**config.mk**
```make
export PLATFORM = sky130hd
export DESIGN_NAME = vbuf_frame_scheduler
export DESIGN_NICKNAME = d
export VERILOG_FILES = /design/src/rtl/vbuf_frame_scheduler.sv
export SDC_FILE = /design/constraint.sdc
export NUM_CORES = 1
export LEC_CHECK = 0
export CAP_MARGIN = 15
export CORE_MARGIN = 3
export CORE_UTILIZATION = 44
export DETAILED_ROUTE_END_ITERATION = 12
export GPL_TIMING_DRIVEN = 0
export PLACE_DENSITY_LB_ADDON = 0.2
export SYNTH_ARGS = -nofsm -noshare
export SYNTH_HDL_FRONTEND = slang
export SYNTH_SLANG_ARGS = --single-unit
```
**constraint.sdc**
```tcl
create_clock -name axi_clk -period 4.3 [get_ports axi_clk]
set_clock_uncertainty 0.2 [all_clocks]
set_input_delay 0.86 -clock axi_clk [delete_from_list [all_inputs] [get_ports axi_clk]]
set_output_delay 0.86 -clock axi_clk [all_outputs]
set_load 0.02 [all_outputs]
```
**src/rtl/vbuf_frame_scheduler.sv**
```systemverilog
// Write-side scheduler for the ping-pong frame buffers: chops each frame into DMA chunk
// descriptors, tracks completions, commits finished frames and arbitrates buffer locks with the reader.
module vbuf_frame_scheduler #(
  parameter int                    ADDR_WIDTH      = 32,
  parameter int                    LEN_WIDTH       = 32,
  parameter int                    TAG_WIDTH       = 8,
  parameter logic [ADDR_WIDTH-1:0] BASE_ADDR_A     = 32'h10000000,
  parameter logic [ADDR_WIDTH-1:0] BASE_ADDR_B     = 32'h12000000,
  parameter int                    FRAME_BYTES     = 655360,
  parameter int                    CHUNK_BYTES     = 2048,
  parameter int                    MAX_OUTSTANDING = 4
) (
  input  logic                  axi_clk,
  input  logic                  axi_rst_n,
  input  logic                  i_frame_start,
  input  logic                  i_chunk_avail,
  output logic [ADDR_WIDTH-1:0] s_axis_write_desc_addr,
  output logic [LEN_WIDTH-1:0]  s_axis_write_desc_len,
  output logic [TAG_WIDTH-1:0]  s_axis_write_desc_tag,
  output logic                  s_axis_write_desc_valid,
  input  logic                  s_axis_write_desc_ready,
  input  logic                  m_axis_write_desc_status_valid,
  input  logic                  i_rd_frame_req,
  input  logic                  i_rd_frame_done,
  output logic [ADDR_WIDTH-1:0] o_rd_buf_addr,
  output logic                  o_rd_grant,
  output logic                  o_rd_miss,
  output logic                  o_wr_buf_sel,
  output logic                  o_frame_done,
  output logic                  o_frame_drop,
  output logic                  o_overrun,
  output logic                  o_busy
);

  localparam int NUM_CHUNKS = FRAME_BYTES / CHUNK_BYTES;
  localparam int CNT_W      = $clog2(NUM_CHUNKS + 1);
  localparam int OUT_W      = $clog2(MAX_OUTSTANDING + 1);
  localparam logic [CNT_W-1:0]      NUM_CHUNKS_C = CNT_W'(NUM_CHUNKS);
  localparam logic [OUT_W-1:0]      MAX_OUT_C    = OUT_W'(MAX_OUTSTANDING);
  localparam logic [ADDR_WIDTH-1:0] CHUNK_STEP   = ADDR_WIDTH'(CHUNK_BYTES);

  typedef enum logic [1:0] {IDLE, ISSUE, DRAIN} state_t;

  state_t                  state_reg;
  logic [CNT_W-1:0]        issued_reg;
  logic [CNT_W-1:0]        done_reg;
  logic [OUT_W-1:0]        outstanding_reg;
  logic                    desc_valid_reg;
  logic [ADDR_WIDTH-1:0]   desc_addr_reg;
  logic [TAG_WIDTH-1:0]    desc_tag_reg;
  logic                    wr_buf_sel_reg;
  logic                    latest_reg;
  logic                    latest_valid_reg;
  logic                    rd_locked_reg;
  logic                    locked_idx_reg;
  logic [ADDR_WIDTH-1:0]   rd_buf_addr_reg;
  logic                    rd_grant_reg;
  logic                    rd_miss_reg;
  logic                    frame_done_reg;
  logic                    frame_drop_reg;
  logic                    overrun_reg;
  logic                    busy_reg;

  logic                    hs;
  logic                    st_eff;
  logic                    target;
  logic                    can_issue;
  logic [CNT_W-1:0]        issued_next;
  logic [CNT_W-1:0]        done_next;
  logic [OUT_W-1:0]        out_next;
  logic [ADDR_WIDTH-1:0]   addr_next;

  function automatic logic [ADDR_WIDTH-1:0] buf_base(input logic sel);
    return sel ? BASE_ADDR_B : BASE_ADDR_A;
  endfunction

  // Completions with nothing in flight are stray and must not corrupt the counters.
  always_comb begin
    hs          = desc_valid_reg && s_axis_write_desc_ready;
    st_eff      = m_axis_write_desc_status_valid && (outstanding_reg != '0);
    issued_next = issued_reg + CNT_W'(hs);
    done_next   = done_reg + CNT_W'(st_eff);
    out_next    = outstanding_reg + OUT_W'(hs) - OUT_W'(st_eff);
    target      = latest_valid_reg ? ~latest_reg : 1'b0;
    can_issue   = i_chunk_avail && (out_next < MAX_OUT_C) && (issued_next < NUM_CHUNKS_C);
    addr_next   = buf_base(wr_buf_sel_reg) + ADDR_WIDTH'(issued_next) * CHUNK_STEP;
  end

  always_ff @(posedge axi_clk or negedge axi_rst_n) begin
    if (!axi_rst_n) begin
      state_reg        <= IDLE;
      issued_reg       <= '0;
      done_reg         <= '0;
      outstanding_reg  <= '0;
      desc_valid_reg   <= 1'b0;
      desc_addr_reg    <= '0;
      desc_tag_reg     <= '0;
      wr_buf_sel_reg   <= 1'b0;
      latest_reg       <= 1'b0;
      latest_valid_reg <= 1'b0;
      rd_locked_reg    <= 1'b0;
      locked_idx_reg   <= 1'b0;
      rd_buf_addr_reg  <= BASE_ADDR_A;
      rd_grant_reg     <= 1'b0;
      rd_miss_reg      <= 1'b0;
      frame_done_reg   <= 1'b0;
      frame_drop_reg   <= 1'b0;
      overrun_reg      <= 1'b0;
      busy_reg         <= 1'b0;
    end else begin
      frame_done_reg  <= 1'b0;
      frame_drop_reg  <= 1'b0;
      overrun_reg     <= 1'b0;
      rd_grant_reg    <= 1'b0;
      rd_miss_reg     <= 1'b0;
      outstanding_reg <= out_next;
      done_reg        <= done_next;

      case (state_reg)
        IDLE: begin
          if (i_frame_start) begin
            if (rd_locked_reg && (locked_idx_reg == target)) begin
              frame_drop_reg <= 1'b1;
            end else begin
              wr_buf_sel_reg <= target;
              issued_reg     <= '0;
              done_reg       <= '0;
              busy_reg       <= 1'b1;
              state_reg      <= ISSUE;
            end
          end
        end
        ISSUE: begin
          overrun_reg <= i_frame_start;
          issued_reg  <= issued_next;
          // A presented descriptor is frozen until the DMA takes it.
          if (!desc_valid_reg || hs) begin
            desc_valid_reg <= can_issue;
            desc_addr_reg  <= addr_next;
            desc_tag_reg   <= TAG_WIDTH'(issued_next);
          end
          if (issued_next == NUM_CHUNKS_C) begin
            state_reg <= DRAIN;
          end
        end
        DRAIN: begin
          overrun_reg <= i_frame_start;
          if ((done_next == NUM_CHUNKS_C) && (out_next == '0)) begin
            latest_reg       <= wr_buf_sel_reg;
            latest_valid_reg <= 1'b1;
            frame_done_reg   <= 1'b1;
            busy_reg         <= 1'b0;
            state_reg        <= IDLE;
          end
        end
        default: state_reg <= IDLE;
      endcase

      // A simultaneous release and request resolves to the request, so the lock is kept.
      if (i_rd_frame_req && latest_valid_reg) begin
        rd_buf_addr_reg <= buf_base(latest_reg);
        locked_idx_reg  <= latest_reg;
        rd_locked_reg   <= 1'b1;
        rd_grant_reg    <= 1'b1;
      end else if (i_rd_frame_done) begin
        rd_locked_reg <= 1'b0;
      end
      if (i_rd_frame_req && !latest_valid_reg) begin
        rd_miss_reg <= 1'b1;
      end
    end
  end

  assign s_axis_write_desc_addr  = desc_addr_reg;
  assign s_axis_write_desc_len   = LEN_WIDTH'(CHUNK_BYTES);
  assign s_axis_write_desc_tag   = desc_tag_reg;
  assign s_axis_write_desc_valid = desc_valid_reg;
  assign o_rd_buf_addr           = rd_buf_addr_reg;
  assign o_rd_grant              = rd_grant_reg;
  assign o_rd_miss               = rd_miss_reg;
  assign o_wr_buf_sel            = wr_buf_sel_reg;
  assign o_frame_done            = frame_done_reg;
  assign o_frame_drop            = frame_drop_reg;
  assign o_overrun               = overrun_reg;
  assign o_busy                  = busy_reg;

endmodule

```
==> reports/qor.yml, run 1 <==
setup_path:
  worstPathArrival_ps: 4010
  cpLargestDelayFamily: "simple AND/OR/NAND/NOR gates"
  end_kind: "flip-flop"
  cp_cell_sequence: "clkdlybuf4s50_1, and2_1, xnor2_1, ha_1, inv_1, fa_1, or4bb_1, nor3_2, nand3_1, o41ai_2, o211ai_1, mux2_4"
  cp_slowest_cell: "fa_1"
  crit_type: "in2reg"
  crit_required_ps: 4290
  r2r.worst_path.cells: 11
  reg2reg_from: "outstanding_reg[1]"
  slowest_delay_ps: 500
  worstSetupStartpointType: "primary input"
  cp_num_buf_inv: 2
  worstPathMaxFanout: 3
  r2r_setup_slack_ps: 630
  r2r_end: "state_reg[0]"
synthesis:
  synth.cell_area_um2: 2992
  synth_cell_types: 49
  ys_top_cells_by_count: "buf_4 (93), dfrtp_1 (46), nand2_1 (19), nor2_1 (19)"
  synth_most_common_cell: "buf_4"
  synth_top_area_share_pct: 38.48
  ys_ff_latch: 46
  synth_cells: 312
  ys_top_cells_by_area: "dfrtp_1 (38%), buf_4 (23%), ha_1 (3.3%)"
  yosys.area.top_type: "dfrtp_1"
  syn_area_per_cell_um2: 9.589
  async_flop_share_pct: 100.0
  ys_seq_area_share_pct: 38.48
  yosysWarnings: 0
  ys.flop_type: "dfrtp_1"
  synth-edff-count: 0
clock_network:
  cts_resized: 0
  numCtsBuffers: 5
  numClockSinks: 46
  clock_latency_ps: 300
  h-tree-depth: 2
  cts-root-buf: "clkbuf_8"
  cts_tree: "yes"
  clkSlewWorstSetupHoldPaths_ps: 90
  clk_path_buf_depth: 2
  ctsHoldBuffers: 0
  cts_setup_buffers: 0
floorplanning:
  ios: 120
  initial_core_util_pct: 46.32
  core-area_um2: 6459
  dieArea_um2: 7824
  chipWidth_um: 88.46
  die_h_um: 88.46
  rows: 29
detailed_routing:
  drt-initial-drc-count: 85
  drc_errors: 0
  wire_per_inst_um: 10.82
  wl_um: 5563
  ant_nets: 0
  drtPass1Iterations: 4
  vias: 2125
  post_drt_via_cell_ratio: 4.134
timing:
  fin_crit_sh_pct: 93.43
  rsz0062_at_grt: "false"
  worst_pin_slew_ps: 656.9
  tns_ps: 0
  hold_ws_ps: 200.6
  max_slew_margin_pct: 56.21
  min_period_ps: 4017
  slew_viol_final: 0
  fmax_mhz: 248.9
  setup_violations: 0
  hold_viol_final: 0
global_route:
  antenna_found_initial: 0
  grt_max_degree: 40
  grt_usage_pct: 14.27
  grt_overflow: 0
  grt_first_pass_wirelength_um: 8838
  grt_pass1_vias: 1886
power:
  power_leakage_nw: 2.006
  power_mw: 1.372
  ir_worst_vdd_mv: 0.2228
  powerDensity_nw_per_um2: 357.3
placement:
  numPortBuffers: 35
  gp_congestion: 0.7936
  hpwlAfterDp_um: 4482
hold_path:
  hp-class: "in2async"
run:
  max_cap_viol_count: 0
finish:
  insertedDiodeCount: 0
  layout.nets: 454
  final_util_pct: 59.45
  area_growth_pct: 28.36
  drive_gt1_share_pct: 26.77
status:
  status: "completed"
==> cells by family (layout without fill, tap and decap cells) <==
group / Yosys count / count (layout) / synth area share, %
muxes: 8 / 8 / 3.095
adders and majority gates: 9 / 9 / 4.015
buffers and inverters: 114 / 157 / 26.01
and+or+nand+nor: 73 / 73 / 12.67
xor gates and xnor gates: 19 / 19 / 6.106
other: 2 / 84 / 0.2510
AOI/OAI and AO/OA: 41 / 41 / 9.369
DFF: 46 / 46 / 38.48
==> layer usage <==
layer / global-route usage (%) / part of all wire, % / up-vias
met5: 0 / 0 / -
met4: 3.297 / 0.92 / 0
met3: 2.700 / 5.4 / 5
met2: 25.15 / 52 / 59
met1: 18.15 / 42 / 965
li1: - / - / 1096
==> through the flow <==
stage | instance area [um2] | cells | worst slack [ps]
2_1_floorplan | 3299 | 394 | 762.8
3_3_place_gp | 3746 | 506 | 68.04
3_5_place_dp | 3761 | 507 | -21.16
4_1_cts | 3840 | 514 | 312.8
5_1_grt | 3840 | 514 | 129.9
6_report | 3840 | 514 | 282.7
==> cell usage in the layout, fill, tap and decap left out, drive strengths merged, types with 2 or more instances in the layout <==
| master | instances |
|---|---|
| a21oi | 7 |
| clkbuf | 11 |
| nand4 | 2 |
| o41ai | 2 |
| nor2 | 19 |
| and2 | 3 |
| nor3 | 4 |
| nand3 | 9 |
| clkdlybuf4s50 | 34 |
| xor2 | 8 |
| a21o | 2 |
| mux2 | 7 |
| nor2b | 5 |
| nand2b | 2 |
| o21ai | 16 |
| or3 | 2 |
| clkinv | 2 |
| a21boi | 2 |
| a31oi | 3 |
| conb | 84 |
| a22o | 4 |
| ha | 8 |
| o31ai | 2 |
| xnor2 | 10 |
| buf | 96 |
| inv | 14 |
| dfrtp | 46 |
| nand2 | 19 |
==> worst max path at each step <==
stage	start	to	slack, ps	cells after the start
final	s_axis_write_desc_ready	state_reg[0]	280	12
after global routing	s_axis_write_desc_ready	state_reg[0]	130	12
after CTS	s_axis_write_desc_ready	state_reg[0]	310	12
after detailed placement	s_axis_write_desc_ready	state_reg[0]	-20	12
after global placement	s_axis_write_desc_ready	state_reg[0]	70	12
after floorplan	s_axis_write_desc_ready	state_reg[0]	760	11
==> layout make-up <==
type / count / area [um2]
repair buffers: 36 / 365.4
clock inverters: 2 / 10.01
well taps: 77 / 96.34
fillers: 583 / 2619
multi-input cells: 234 / 1370
flip-flops and latches: 46 / 1151
inverters: 14 / 52.55
plain buffers: 100 / 725.7
clock buffers: 5 / 68.82
==> power by group <==
| group | internal [mW] | switching (mW) | leakage (nW) |
|---|---|---|---|
| logic | 0.249 | 0.331 | 1.35 |
| registers | 0.489 | 0.0491 | 0.613 |
| clock network | 0.109 | 0.145 | 0.0438 |
No activity file was read; power rests on OpenSTA's default activity.
==> run 2: changes to the inputs <==
--- a/config.mk
+++ b/config.mk
@@ -7,10 +7,11 @@
 export LEC_CHECK = 0
 export CAP_MARGIN = 15
 export CORE_MARGIN = 3
-export CORE_UTILIZATION = 44
+export CORE_UTILIZATION = 30
+export CTS_CLUSTER_DIAMETER = 80
 export DETAILED_ROUTE_END_ITERATION = 12
 export GPL_TIMING_DRIVEN = 0
-export PLACE_DENSITY_LB_ADDON = 0.2
+export PLACE_DENSITY = 0.6
 export SYNTH_ARGS = -nofsm -noshare
 export SYNTH_HDL_FRONTEND = slang
 export SYNTH_SLANG_ARGS = --single-unit
==> reports/qor.yml, run 2 (synthesis gave the netlist of run 1 again) <==
status:
  status: "completed"
finish:
  area_growth_pct: 31.45
  insertedDiodeCount: 0  # unchanged
  final_cell_mix: "buf_4 (93), conb_1 (84), dfrtp_1 (46)"
  layout.nets: 454  # unchanged
  final_util_pct: 41.57  # -18 points
  drive_gt1_share_pct: 26.48  # -0.29 points
  final_common_cell: "buf_4"
detailed_routing:
  post_drt_via_cell_ratio: 3.797  # -8.2%
  dr_wl_met3_um: 461  # +54%
  drtPass1Iterations: 4  # unchanged
  top_layer: "met4"
  drc_errors: 0  # unchanged
  wl_um: 5750  # +3.4%
  drt-met1-wl_um: 2571  # +11%
  drt-initial-drc-count: 70  # -18%
  vias: 2153  # +1.3%
  wire_per_inst_um: 10.14  # -6.3%
  ant_nets: 0  # unchanged
  wl_met2_um: 2649  # -8.4%
floorplanning:
  chipWidth_um: 105.9  # +20%
  die_h_um: 105.9  # +20%
  rows: 35  # +21%
  ios: 120  # unchanged
  core-area_um2: 9459  # +46%
  initial_core_util_pct: 31.63  # -15 points
  dieArea_um2: 11210  # +43%
clock_network:
  clk_path_buf_depth: 2  # unchanged
  clock_latency_ps: 300  # about the same
  cts_resized: 0  # unchanged
  numClockSinks: 46  # unchanged
  h-tree-depth: 2  # unchanged
  cts_tree: "yes"
  clkSlewWorstSetupHoldPaths_ps: 90  # about the same
  ctsHoldBuffers: 0  # unchanged
  numCtsBuffers: 5  # unchanged
  cts-root-buf: "clkbuf_8"
  cts_setup_buffers: 0  # unchanged
placement:
  hpwlAfterDp_um: 4554  # +1.6%
  pre_cts_ws_ps: -1.123  # +20.04 ps
  gp_congestion: 0.8234  # +3.8%
  numPortBuffers: 35  # unchanged
timing:
  worst_pin_slew_ps: 584.1  # -72.78 ps
  fin_ws_ps: 314.0  # +31.32 ps
  setup_violations: 0  # unchanged
  hold_viol_final: 0  # unchanged
  slew_viol_final: 0  # unchanged
  min_period_ps: 3986  # -31.32 ps
  hold_ws_ps: 280.3  # +79.67 ps
  fmax_mhz: 250.9  # +0.79%
  max_slew_margin_pct: 61.06  # +4.9 points
  fin_crit_sh_pct: 92.70  # -0.73 points
  rsz0062_at_grt: "false"
global_route:
  antenna_found_initial: 0  # unchanged
  grt_overflow: 0  # unchanged
  grt_first_pass_wirelength_um: 9556  # +8.1%
  grt_usage_pct: 10.30  # -4.0 points
  grt_max_degree: 26  # -35%
  grt_pass1_vias: 2048  # +8.6%
power:
  p_clk_share_pct: 22.5  # +4.0 points
  power_mw: 1.444  # +5.3%
  p_sw_share_pct: 36.85  # -1.4 points
  power_leakage_nw: 2.014  # +0.43%
  power_frac_seq_pct: 37.3  # -1.9 points
  powerDensity_nw_per_um2: 367.3  # +2.8%
  p_int_uw: 912.2  # +7.7%
  power_frac_comb_pct: 40.3  # -2.0 points
  power.switching_uw: 532.3  # +1.4%
  ir_worst_vdd_mv: 0.1857  # -17%
setup_path:
  end_kind: "flip-flop"
  crit_type: "in2reg"
  worstSetupStartpointType: "primary input"
  worstPathArrival_ps: 3980  # -30 ps
  crit_required_ps: 4290  # about the same
  worstPathMaxFanout: 3  # unchanged
run:
  max_cap_viol_count: 0  # unchanged
hold_path:
  hp-class: "reg2reg"
==> run 2: cell types whose count changed in the layout (fill, tap and decap cells not counted), sizes merged <==
cell    previous run  this run
clkbuf            11        13
clkinv             2         0
bufinv             0         1
==> run 2: worst max-delay path, cell delays in order <==
cell,delay (ps)
clkdlybuf4s50_1,480
and2_1,220
xnor2_1,140
ha_1,160
inv_1,50
fa_1,500
or4bb_1,410
nor3_2,160
nand3_1,150
o41ai_2,330
o211ai_1,190
mux2_4,330
==> run 2: per-layer routing <==
metal / track usage (%) / vias to the layer above
li1: - / 1092
met1: 13.68 / 970
met2: 16.53 / 85
met3: 2.266 / 6
met4: 3.608 / 0
met5: 0 / -
==> run 2: path summary, 6_finish.rpt <==
check	from	end	slack, ps	depth (start not counted)
setup / recovery	s_axis_write_desc_ready	state_reg[0]	310	12
hold / removal	latest_valid_reg	o_rd_miss	280	1
setup reg to reg	outstanding_reg[1]	state_reg[0]	690	11
hold reg to reg	latest_valid_reg	o_rd_miss	280	1
max in group asynchronous	axi_rst_n	o_busy	3040	2
min in group asynchronous	axi_rst_n	s_axis_write_desc_addr[28]	340	1
==> run 2: final cells by class <==
class | instances | area, um2
Multi-Input combinational cell | 234 | 1370
Clock buffer | 7 | 76.32
Sequential cell | 46 | 1151
Fill cell | 961 | 5527
Clock inverter | 1 | 30.03
Timing Repair Buffer | 36 | 365.4
Inverter | 14 | 52.55
Buffer | 100 | 725.7
Tap cell | 129 | 161.4
==> run 2: stage by stage <==
stage	TNS, ps	cells	cell area (um2)
3_3_place_gp	0	558	3811
3_5_place_dp	-1.123	559	3826
2_1_floorplan	0	394	3299
6_report	0	567	3933
5_1_grt	0	567	3933
4_1_cts	0	567	3933
==> run 2: power groups by stage <==
stage / combinational (mW) / clock, mW / sequential [mW]
floorplan: 0.426 / 0 / 0.553
global placement: 0.569 / 0 / 0.546
detailed placement: 0.584 / 0 / 0.547
CTS: 0.586 / 0.330 / 0.540
global route: 0.640 / 0.350 / 0.549
finish: 0.581 / 0.324 / 0.539
==> run 3: changes to the inputs <==
--- a/config.mk
+++ b/config.mk
@@ -5,6 +5,7 @@
 export SDC_FILE = /design/constraint.sdc
 export NUM_CORES = 1
 export LEC_CHECK = 0
+export ABC_AREA = 1
 export CAP_MARGIN = 15
 export CORE_MARGIN = 3
 export CORE_UTILIZATION = 30
==> reports/qor.yml, run 3 <==
synthesis:
  ys_top_cells_by_area: "dfrtp_1 (38%), buf_4 (23%), nand2_1 (8.7%)"
  ys.flop_type: "dfrtp_1"
  synthSimpleGateAreaFrac_pct: 20.60  # +7.9 points
  syn_area_per_cell_um2: 8.034  # -16%
  ys_ff_latch: 46  # unchanged
  synth_top_area_share_pct: 38.21  # -0.27 points
  yosysWarnings: 0  # unchanged
  synth_compound_area_share_pct: 6.146  # -3.2 points
  synth_xor_area_share_pct: 1.163  # -4.9 points
  synth_fa_ha_area_share_pct: 3.987  # -0.028 points
  synth-edff-count: 0  # unchanged
  ys_seq_area_share_pct: 38.21  # -0.27 points
  synth_cell_types: 30  # -39%
  synth_most_common_cell: "buf_4"
  synth.cell_area_um2: 3013  # +0.71%
  async_flop_share_pct: 100.0  # unchanged
  yosys.area.top_type: "dfrtp_1"
  synthMuxAreaShare_pct: 0  # -3.1 points
  synth_cells: 375  # +20%
  ys_top_cells_by_count: "buf_4 (93), nand2_1 (70), inv_1 (48)"
  synth_top_family_by_area: "buffers and inverters"
floorplanning:
  die_h_um: 106.2  # +0.34%
  chipWidth_um: 106.2  # +0.34%
  dieArea_um2: 11280  # +0.67%
  initial_core_util_pct: 31.71  # +0.078 points
  ios: 120  # unchanged
  rows: 35  # unchanged
  core-area_um2: 9503  # +0.46%
finish:
  n_fill_cell: 966  # +0.52%
  fin_area_um2: 3958  # +0.64%
  multiInputGateArea_um2: 1276  # -6.8%
  layout.nets: 517  # +14%
  area_growth_pct: 31.35  # about the same
  regArea_um2: 1151  # unchanged
  insertedDiodeCount: 0  # unchanged
  final_common_cell: "buf_4"
  drive_gt1_share_pct: 23.95  # -2.5 points
  final_cell_mix: "buf_4 (93), conb_1 (84), nand2_1 (70)"
placement:
  numPortBuffers: 35  # unchanged
  pre_cts_ws_ps: 613.3  # +614.4 ps
  hpwlAfterDp_um: 4704  # +3.3%
  place_area_um2: 3847  # +0.56%
  gp_congestion: 0.7916  # -3.9%
power:
  p_int_uw: 959.0  # +5.1%
  p_clk_share_pct: 20.1  # -2.4 points
  power_frac_comb_pct: 44.3  # +4.0 points
  p_sw_share_pct: 40.08  # +3.2 points
  powerDensity_nw_per_um2: 404.4  # +10%
  power.switching_uw: 641.5  # +21%
  power_leakage_nw: 2.198  # +9.1%
  ir_worst_vdd_mv: 0.2012  # +8.4%
  power_frac_seq_pct: 35.6  # -1.7 points
setup_path:
  cp_num_buf_inv: 2  # unchanged
  critPathLaunch: "m_axis_write_desc_status_valid"
  cp_cell_sequence: "clkdlybuf4s50_1, nand2_2, xor2_1, ha_1, inv_1, fa_1, nand3b_1, nor2_1, nand2_1, nor2_1, nand2_1, nor2_2, nand3_2, nand2_2, nand2_2, nand2_1, nand2_1"
  worstPathArrival_ps: 3330  # -650 ps
  slowest_delay_ps: 560  # +60 ps
  reg2reg_from: "outstanding_reg[0]"
  cpLargestDelayFamily: "simple AND/OR/NAND/NOR gates"
  worstSetupStartpointType: "primary input"
  worstPathMaxFanout: 4  # +1
  end_kind: "flip-flop"
  cp_slowest_cell: "clkdlybuf4s50_1"
  r2r_setup_slack_ps: 1430  # +740 ps
  crit_type: "in2reg"
  crit_top_cell: "nand2_1"
  crit_required_ps: 4290  # about the same
timing:
  worst_pin_slew_ps: 558.3  # -25.86 ps
  rsz0062_at_grt: "false"
  fin_crit_sh_pct: 77.63  # -15 points
  max_slew_margin_pct: 62.53  # +1.5 points
  min_period_ps: 3338  # -647.8 ps
  setup_violations: 0  # unchanged
  slew_viol_final: 0  # unchanged
  hold_viol_final: 0  # unchanged
  tns_ps: 0  # unchanged
  fmax_mhz: 299.6  # +19%
  fin_ws_ps: 961.9  # +647.8 ps
clock_network:
  clock_latency_ps: 290  # about the same
  cts-root-buf: "clkbuf_8"
  ctsHoldBuffers: 0  # unchanged
  cts_setup_buffers: 0  # unchanged
  cts_tree: "yes"
  numClockSinks: 46  # unchanged
  cts_resized: 0  # unchanged
  numCtsBuffers: 5  # unchanged
  clkSlewWorstSetupHoldPaths_ps: 90  # about the same
  clk_path_buf_depth: 2  # unchanged
  h-tree-depth: 2  # unchanged
detailed_routing:
  wl_um: 5734  # -0.28%
  vias: 2335  # +8.5%
  post_drt_via_cell_ratio: 3.706  # -2.4%
  ant_nets: 0  # unchanged
  wire_per_inst_um: 9.102  # -10%
  drtPass1Iterations: 4  # unchanged
  drt-initial-drc-count: 66  # -5.7%
  drc_errors: 0  # unchanged
run:
  max_cap_viol_count: 0  # unchanged
global_route:
  grt_max_degree: 32  # +23%
  grt_pass1_vias: 2157  # +5.3%
  antenna_found_initial: 0  # unchanged
  grt_first_pass_wirelength_um: 9570  # +0.15%
  grt_overflow: 0  # unchanged
  grt_usage_pct: 10.07  # -0.24 points
hold_path:
  hp-class: "in2async"
status:
  status: "completed"
-- run 3: changes by cell type in the layout (fill, tap and decap cells not counted), sizes merged, moves of 3 or more --
cell    delta
nand4      +7
nand2     +54
clkbuf     -5
a22o       -4
nand3      +9
mux2       -7
a31oi      -3
nor2b      -5
o22ai      +8
xnor2     -10
xor2       -4
o21ai      +3
inv       +36
nor2      +10
-- run 3: path summary, 6_finish.rpt --
check,endpoint,cells after the start
worst max-delay path,state_reg[1],17
worst min-delay path,done_reg[4],1
worst max register to register,state_reg[1],18
worst min register to register,s_axis_write_desc_addr[28],1
max in group asynchronous,issued_reg[4],2
min in group axi_clk,s_axis_write_desc_addr[28],1
-- run 3: cell type report --
class	count	area share [%]
plain buffers	95	17.83
clock buffers	6	1.834
clock inverters	2	0.9485
inverters	50	4.742
multi-input cells	266	32.25
flip-flops and latches	46	29.09
well taps	129	4.078
repair buffers	36	9.232
-- run 3: power groups by stage --
stage | Clock [mW] | Sequential [mW] | Combinational [mW]
2_1_floorplan | 0 | 0.596 | 0.494
3_3_place_gp | 0 | 0.575 | 0.696
3_5_place_dp | 0 | 0.577 | 0.714
4_1_cts | 0.333 | 0.570 | 0.716
5_1_grt | 0.345 | 0.581 | 0.807
6_report | 0.322 | 0.569 | 0.709
-- run 3: worst reg2reg max path, cell delays in order (launching register included) --
cell,delay (ps)
dfrtp_1,400
nor2_1,100
nand2_1,130
nand2_2,130
xor2_1,160
ha_1,160
inv_1,50
fa_1,510
nand3b_1,90
nor2_1,100
nand2_1,60
nor2_1,110
nand2_1,80
nor2_2,90
nand3_2,110
nand2_2,120
nand2_2,60
nand2_1,60
nand2_1,50
-- run 3: kinds of logic (layout without fill, tap and decap cells) --
family          after synthesis  count (layout)
compound gates               33              33
xor+xnor                      4               4
fa+ha+maj                     9               9
buf+inv                     145             189
flops                        46              46
other cells                   2              84
simple gates                136             136
-- run 3: per-stage QoR --
step / hold slack (ps) / cells / power [mW] / util (%)
finish: 273.2 / 630 / 1.600 / 41.65
global route: 291.7 / 630 / 1.732 / 41.65
CTS: 277.0 / 630 / 1.618 / 41.65
detailed placement: 260.2 / 622 / 1.291 / 40.49
global placement: 253.3 / 621 / 1.271 / 40.33
floorplan: 234.3 / 457 / 1.089 / -
-- run 3: routing by layer --
| layer | wire length (um) | track usage [%] | vias up | share of wire [%] |
|---|---|---|---|---|
| met5 | 0 | 0 | - | 0 |
| met4 | 57 | 2.498 | 0 | 0.99 |
| met3 | 447 | 2.489 | 6 | 7.8 |
| met2 | 2706 | 17.51 | 84 | 47 |
| met1 | 2523 | 12.47 | 1007 | 44 |
| li1 | - | - | 1238 | - |
